===== src/rtl/adxl_axis_reader.sv =====
// rtl/adxl_axis_reader.sv - ADXL362 SPI bring-up and periodic X-axis burst reader; ADXL_YZ_EN adds Y/Z axes
module adxl_axis_reader #(
    parameter int CLK_DIV        = 50,
    parameter int STARTUP_CYCLES = 600000,
    parameter int SAMPLE_PERIOD  = 1000000
) (
    input  logic        clk_in,
    input  logic        rst_in,
    output logic        spi_cs_n,
    output logic        spi_sclk,
    output logic        spi_mosi,
    input  logic        spi_miso,
    output logic [15:0] x_axis_out,
`ifdef ADXL_YZ_EN
    output logic [15:0] y_axis_out,
    output logic [15:0] z_axis_out,
`endif
    output logic        x_valid,
    output logic        busy
);

`ifdef ADXL_YZ_EN
    localparam int NBYTES = 6;
`else
    localparam int NBYTES = 2;
`endif
    localparam int RX_W = 8 * NBYTES;
    localparam int TX_W = 16 + RX_W;

    typedef enum logic [2:0] {ST_STARTUP, ST_CFG, ST_IDLE, ST_READ, ST_DONE} state_t;
    // PRE keeps CS high for 2*CLK_DIV cycles so the CS-high gap is guaranteed and latency is fixed
    typedef enum logic [1:0] {PH_PRE, PH_LOW, PH_HIGH, PH_HOLD} phase_t;

    state_t          state;
    phase_t          phase;
    logic [31:0]     timer;
    logic [31:0]     tick_cnt;
    logic [31:0]     ph_cnt;
    logic [6:0]      bit_cnt;
    logic [6:0]      n_bits;
    logic [TX_W-1:0] tx_sr;
    logic [RX_W-1:0] rx_sr;
    logic            tick;
    logic            pending;
    logic            started;
    logic            unused_hi_nibbles;

    // 12-bit two's complement sample: H[3:0] are the upper bits, H[3] is the sign
    function automatic logic [15:0] sext12(input logic [7:0] lo, input logic [3:0] hi);
        return {{4{hi[3]}}, hi, lo};
    endfunction

    assign tick = (tick_cnt == 32'(SAMPLE_PERIOD - 1));
    assign busy = started && ((state != ST_IDLE) || !spi_cs_n);

`ifdef ADXL_YZ_EN
    assign unused_hi_nibbles = ^{rx_sr[39:36], rx_sr[23:20], rx_sr[7:4]};
`else
    assign unused_hi_nibbles = ^rx_sr[7:4];
`endif

    // Free-running sample tick counter
    always_ff @(posedge clk_in) begin
        if (rst_in || tick) begin
            tick_cnt <= '0;
        end else begin
            tick_cnt <= tick_cnt + 32'd1;
        end
    end

    // Sequencer: startup wait, config write, periodic burst read, sample assembly
    always_ff @(posedge clk_in) begin
        if (rst_in) begin
            state      <= ST_STARTUP;
            phase      <= PH_PRE;
            timer      <= '0;
            ph_cnt     <= '0;
            bit_cnt    <= '0;
            n_bits     <= '0;
            tx_sr      <= '0;
            rx_sr      <= '0;
            pending    <= 1'b0;
            started    <= 1'b0;
            spi_cs_n   <= 1'b1;
            spi_sclk   <= 1'b0;
            spi_mosi   <= 1'b0;
            x_axis_out <= '0;
`ifdef ADXL_YZ_EN
            y_axis_out <= '0;
            z_axis_out <= '0;
`endif
            x_valid    <= 1'b0;
        end else begin
            started <= 1'b1;
            x_valid <= 1'b0;
            // IDLE consumes ticks directly; anywhere else a tick is remembered once
            if (tick && state != ST_IDLE) begin
                pending <= 1'b1;
            end
            case (state)
                ST_STARTUP: begin
                    if (timer == 32'(STARTUP_CYCLES - 1)) begin
                        state   <= ST_CFG;
                        phase   <= PH_PRE;
                        ph_cnt  <= '0;
                        bit_cnt <= '0;
                        n_bits  <= 7'd24;
                        tx_sr   <= {24'h0A2D02, {(TX_W-24){1'b0}}};
                    end else begin
                        timer <= timer + 32'd1;
                    end
                end
                ST_IDLE: begin
                    if (tick || pending) begin
                        pending <= 1'b0;
                        state   <= ST_READ;
                        phase   <= PH_PRE;
                        ph_cnt  <= '0;
                        bit_cnt <= '0;
                        n_bits  <= 7'(TX_W);
                        tx_sr   <= {16'h0B0E, {RX_W{1'b0}}};
                    end
                end
                ST_CFG, ST_READ: begin
                    case (phase)
                        PH_PRE: begin
                            if (ph_cnt == 32'(2 * CLK_DIV - 1)) begin
                                ph_cnt   <= '0;
                                phase    <= PH_LOW;
                                spi_cs_n <= 1'b0;
                                spi_mosi <= tx_sr[TX_W-1];
                                tx_sr    <= tx_sr << 1;
                            end else begin
                                ph_cnt <= ph_cnt + 32'd1;
                            end
                        end
                        PH_LOW: begin
                            if (ph_cnt == 32'(CLK_DIV - 1)) begin
                                ph_cnt   <= '0;
                                phase    <= PH_HIGH;
                                spi_sclk <= 1'b1;
                                rx_sr    <= {rx_sr[RX_W-2:0], spi_miso};
                            end else begin
                                ph_cnt <= ph_cnt + 32'd1;
                            end
                        end
                        PH_HIGH: begin
                            if (ph_cnt == 32'(CLK_DIV - 1)) begin
                                ph_cnt   <= '0;
                                spi_sclk <= 1'b0;
                                bit_cnt  <= bit_cnt + 7'd1;
                                if (bit_cnt == n_bits - 7'd1) begin
                                    phase    <= PH_HOLD;
                                    spi_mosi <= 1'b0;
                                end else begin
                                    phase    <= PH_LOW;
                                    spi_mosi <= tx_sr[TX_W-1];
                                    tx_sr    <= tx_sr << 1;
                                end
                            end else begin
                                ph_cnt <= ph_cnt + 32'd1;
                            end
                        end
                        PH_HOLD: begin
                            if (ph_cnt == 32'(CLK_DIV - 1)) begin
                                ph_cnt   <= '0;
                                phase    <= PH_PRE;
                                spi_cs_n <= 1'b1;
                                state    <= (state == ST_READ) ? ST_DONE : ST_IDLE;
                            end else begin
                                ph_cnt <= ph_cnt + 32'd1;
                            end
                        end
                        default: phase <= PH_PRE;
                    endcase
                end
                ST_DONE: begin
`ifdef ADXL_YZ_EN
                    x_axis_out <= sext12(rx_sr[47:40], rx_sr[35:32]);
                    y_axis_out <= sext12(rx_sr[31:24], rx_sr[19:16]);
                    z_axis_out <= sext12(rx_sr[15:8], rx_sr[3:0]);
`else
                    x_axis_out <= sext12(rx_sr[15:8], rx_sr[3:0]);
`endif
                    x_valid <= 1'b1;
                    state   <= ST_IDLE;
                end
                default: state <= ST_STARTUP;
            endcase
        end
    end

endmodule

===== config.mk =====
export PLATFORM = sky130hd
export DESIGN_NAME = adxl_axis_reader
export DESIGN_NICKNAME = d
export VERILOG_FILES = /design/src/rtl/adxl_axis_reader.sv
export SDC_FILE = /design/constraint.sdc
export NUM_CORES = 1
export LEC_CHECK = 0
export CORE_MARGIN = 2
export CORE_UTILIZATION = 50
export CTS_BUF_LIST = sky130_fd_sc_hd__clkbuf_8
export DETAILED_ROUTE_END_ITERATION = 12
export GPL_TIMING_DRIVEN = 0
export PLACE_DENSITY = 0.67
export SYNTH_ARGS = -nofsm -noshare
export SYNTH_HDL_FRONTEND = slang
export SYNTH_SLANG_ARGS = --single-unit

===== constraint.sdc =====
create_clock -name clk_in -period 3.9 [get_ports clk_in]
set_clock_uncertainty 0.2 [all_clocks]
set_input_delay 0.78 -clock clk_in [delete_from_list [all_inputs] [get_ports clk_in]]
set_output_delay 0.78 -clock clk_in [all_outputs]
set_load 0.01 [all_outputs]

==> impl_metrics.env <==
export IMPL_outcome="finished, final reports clean"
export IMPL_dr_pass1_iters=5
export IMPL_ctsRootBufferMaster="clkbuf_8"
export IMPL_cts_tree="yes"
export IMPL_ys_seq_area_share_pct=43.2
export IMPL_rsz0062_at_grt="no"
export IMPL_reg2reg_from="timer[0]"
export IMPL_synth_edff_count=0
export IMPL_antenna_cells=0
export IMPL_hpwl_um=13300
export IMPL_clk_pin_slew_ps=90
export IMPL_setup_viol=0
export IMPL_final_nets=976
export IMPL_min_path_type="reg -> reg"
export IMPL_via_per_inst=5.90
export IMPL_crit_path_end_kind="output port"
export IMPL_finalNonFillerCells=1168
export IMPL_async_flop_share_pct=0
export IMPL_placedCellCount=1136
export IMPL_initial_core_util_pct=51.0
export IMPL_syn_area_um2=7730
export IMPL_powerDensity_nw_per_um2=366
export IMPL_fin_crit_ps=3790
export IMPL_die_w_um=128
export IMPL_crit_buf_inv=3
export IMPL_synth_nets=934
export IMPL_clockBufferDepth=2
export IMPL_r2r_cells=9
export IMPL_slew_violations=0
export IMPL_finalHoldViolations=0
export IMPL_overflow=0
export IMPL_core_um2=15100
export IMPL_avgSynthCellArea_um2=8.36
export IMPL_critical_path_class="reg -> out"
export IMPL_ir_drop_mv=0.212
export IMPL_synth_main_ff_cell="dfxtp_1"
export IMPL_final_cell_area_um2=8580
export IMPL_num_vias=6897
export IMPL_grt_pass1_vias=6445
export IMPL_cp_arrival_ps=2810
export IMPL_holdPathEnd="rx_sr[5]"
export IMPL_drc=0
export IMPL_postRouteAntennaNets=0
export IMPL_drv_cap=0
export IMPL_rrSetupSlack_ps=220
export IMPL_path_cells="clkbuf_1, buf_1, nor3_1, a21boi_0, clkdlybuf4s50_1"
export IMPL_grt_max_degree=17
export IMPL_drtIter0Drc=509
export IMPL_ios=24
export IMPL_worstPathMaxFanout=10
export IMPL_antenna_found_initial=0
export IMPL_cts_htree_levels=4
export IMPL_crit_family="buffers and inverters"
export IMPL_final_cell_mix="dfxtp_1, nand2_1, a21oi_1"
export IMPL_grt_use_total_pct=24.3
export IMPL_layout_commonest_cell="dfxtp_1"
export IMPL_tightest_slew_ps=1110
export IMPL_p_total_uw=3140
export IMPL_synth_warnings=0
export IMPL_clock_sinks=167
export IMPL_finalCritPeriodShare_pct=97.2
export IMPL_critical_path_required_ps=2920
export IMPL_timing_fmax_mhz=264
export IMPL_ys_types=65
export IMPL_crit_cells=5
export IMPL_cts_setup_buffers=0
export IMPL_reg2reg_to="ph_cnt[12]"
export IMPL_syn_inst=925
export IMPL_die_h_um=128
export IMPL_finalWeightedCongestion=0.838
export IMPL_portBuffers=23
export IMPL_slew_headroom_pct=25.6
export IMPL_drive_gt1_share_pct=5.82
export IMPL_synth_seq_cells=167
export IMPL_dpl_cell_area_um2=8200
export IMPL_cts_buffers=17
export IMPL_grt_first_pass_wirelength_um=32000
export IMPL_p_leak_uw=0.00292
export IMPL_wl_per_cell_um=16.5
export IMPL_hold_buffers=0
export IMPL_clock_latency_ps=470
export IMPL_critPathMaxStageDelay_ps=560
export IMPL_fin_util_pct=56.6
export IMPL_routed_wl_um=19200
export IMPL_cp_slowest_cell="clkdlybuf4s50_1"
export IMPL_die_area_um2=16500
export IMPL_whs_ps=257
export IMPL_critPathLaunchType="register"
export IMPL_rows=45
export IMPL_syn2layout_area_growth_pct=10.9
export IMPL_hold_start="rx_sr[5]"
export IMPL_hold_depth=2
## synth_stat cells, drive strengths merged, types with 14 or more instances
cell type,number,area [um2]
dfxtp,167,3340
nand2,104,390
a21oi,86,430
nor2,84,315
clkbuf,49,184
o21ai,47,235
xor2,36,315
nand3,34,175
nand4,31,194
or3,25,156
nor4,22,178
xnor2,22,193
nor3,21,110
inv,16,60.1
or4,16,120
buf,14,86.3
## metal layers
layer / part of all wire [%] / up-vias / global-route usage (%)
li1: - / 3419 / -
met1: 49 / 3271 / 34.7
met2: 44 / 183 / 37.0
met3: 5.1 / 24 / 4.57
met4: 1.7 / 0 / 8.40
met5: 0 / - / 0
## cell families after synthesis
kind of cell | Yosys count | synth area share (%)
DFF | 167 | 43.2
buffers and inverters | 80 | 4.32
and+or+nand+nor | 407 | 27.9
AOI/OAI and AO/OA | 203 | 16.4
muxes | 4 | 0.550
adders and majority gates | 6 | 0.971
xor gates and xnor gates | 58 | 6.57
## flip-flops by register name, summed over array words and instances (netlist names), 2 cells and up
name / count
timer: 32
ph_cnt: 32
tx_sr: 23
state: 3
rx_sr: 16
bit_cnt: 7
n_bits: 2
phase: 2
tick_cnt: 32
x_axis_out: 12
## timing repair
action | 4_1_cts | 5_1_grt
gates resized for setup | 1 | 2
endpoints found under the hold margin | 0 | 0
setup endpoints to repair | 3 | 5
## area by class of cell
type | count | area [um2]
plain buffers | 63 | 272
clock buffers | 18 | 248
clock inverters | 14 | 124
fillers | 1468 | 6570
inverters | 17 | 63.8
multi-input cells | 678 | 4060
flip-flops and latches | 167 | 3340
well taps | 188 | 235
repair buffers | 23 | 230
## worst max-delay path by stage
stage                       to   startpoint  slack (ps)
finish                    busy     state[2]         110
global route        ph_cnt[12]     timer[0]           3
CTS                   tx_sr[9]     timer[0]         110
detailed placement   n_bits[4]     timer[0]         -60
global placement     tx_sr[17]     timer[0]         -30
floorplan           ph_cnt[14]  tick_cnt[0]        1180
## stage by stage
stage          setup TNS [ps]  setup slack [ps]
2_1_floorplan               0              1180
3_3_place_gp            -64.4             -28.5
3_5_place_dp             -136             -55.9
4_1_cts                     0               110
5_1_grt                     0              2.89
6_report                    0               111
## where the power goes
| group | switching [uW] | total [uW] | leakage [uW] | internal, uW |
|---|---|---|---|---|
| clock network | 664 | 1190 | 0.000186 | 524 |
| logic | 157 | 213 | 0.00139 | 55.4 |
| registers | 12.8 | 1730 | 0.00135 | 1720 |
| total | 834 | 3140 | 0.00292 | 2300 |
## worst register-to-register path, stage by stage, from the launching register on
cell	delay (ps)
dfxtp_1	390
ha_1	340
nor4b_1	410
nand4_1	270
o21a_1	290
or3_1	310
clkbuf_1	200
clkbuf_1	360
o21ai_1	660
nor2_1	110
Note: power is estimated with default switching activity, not from simulation.
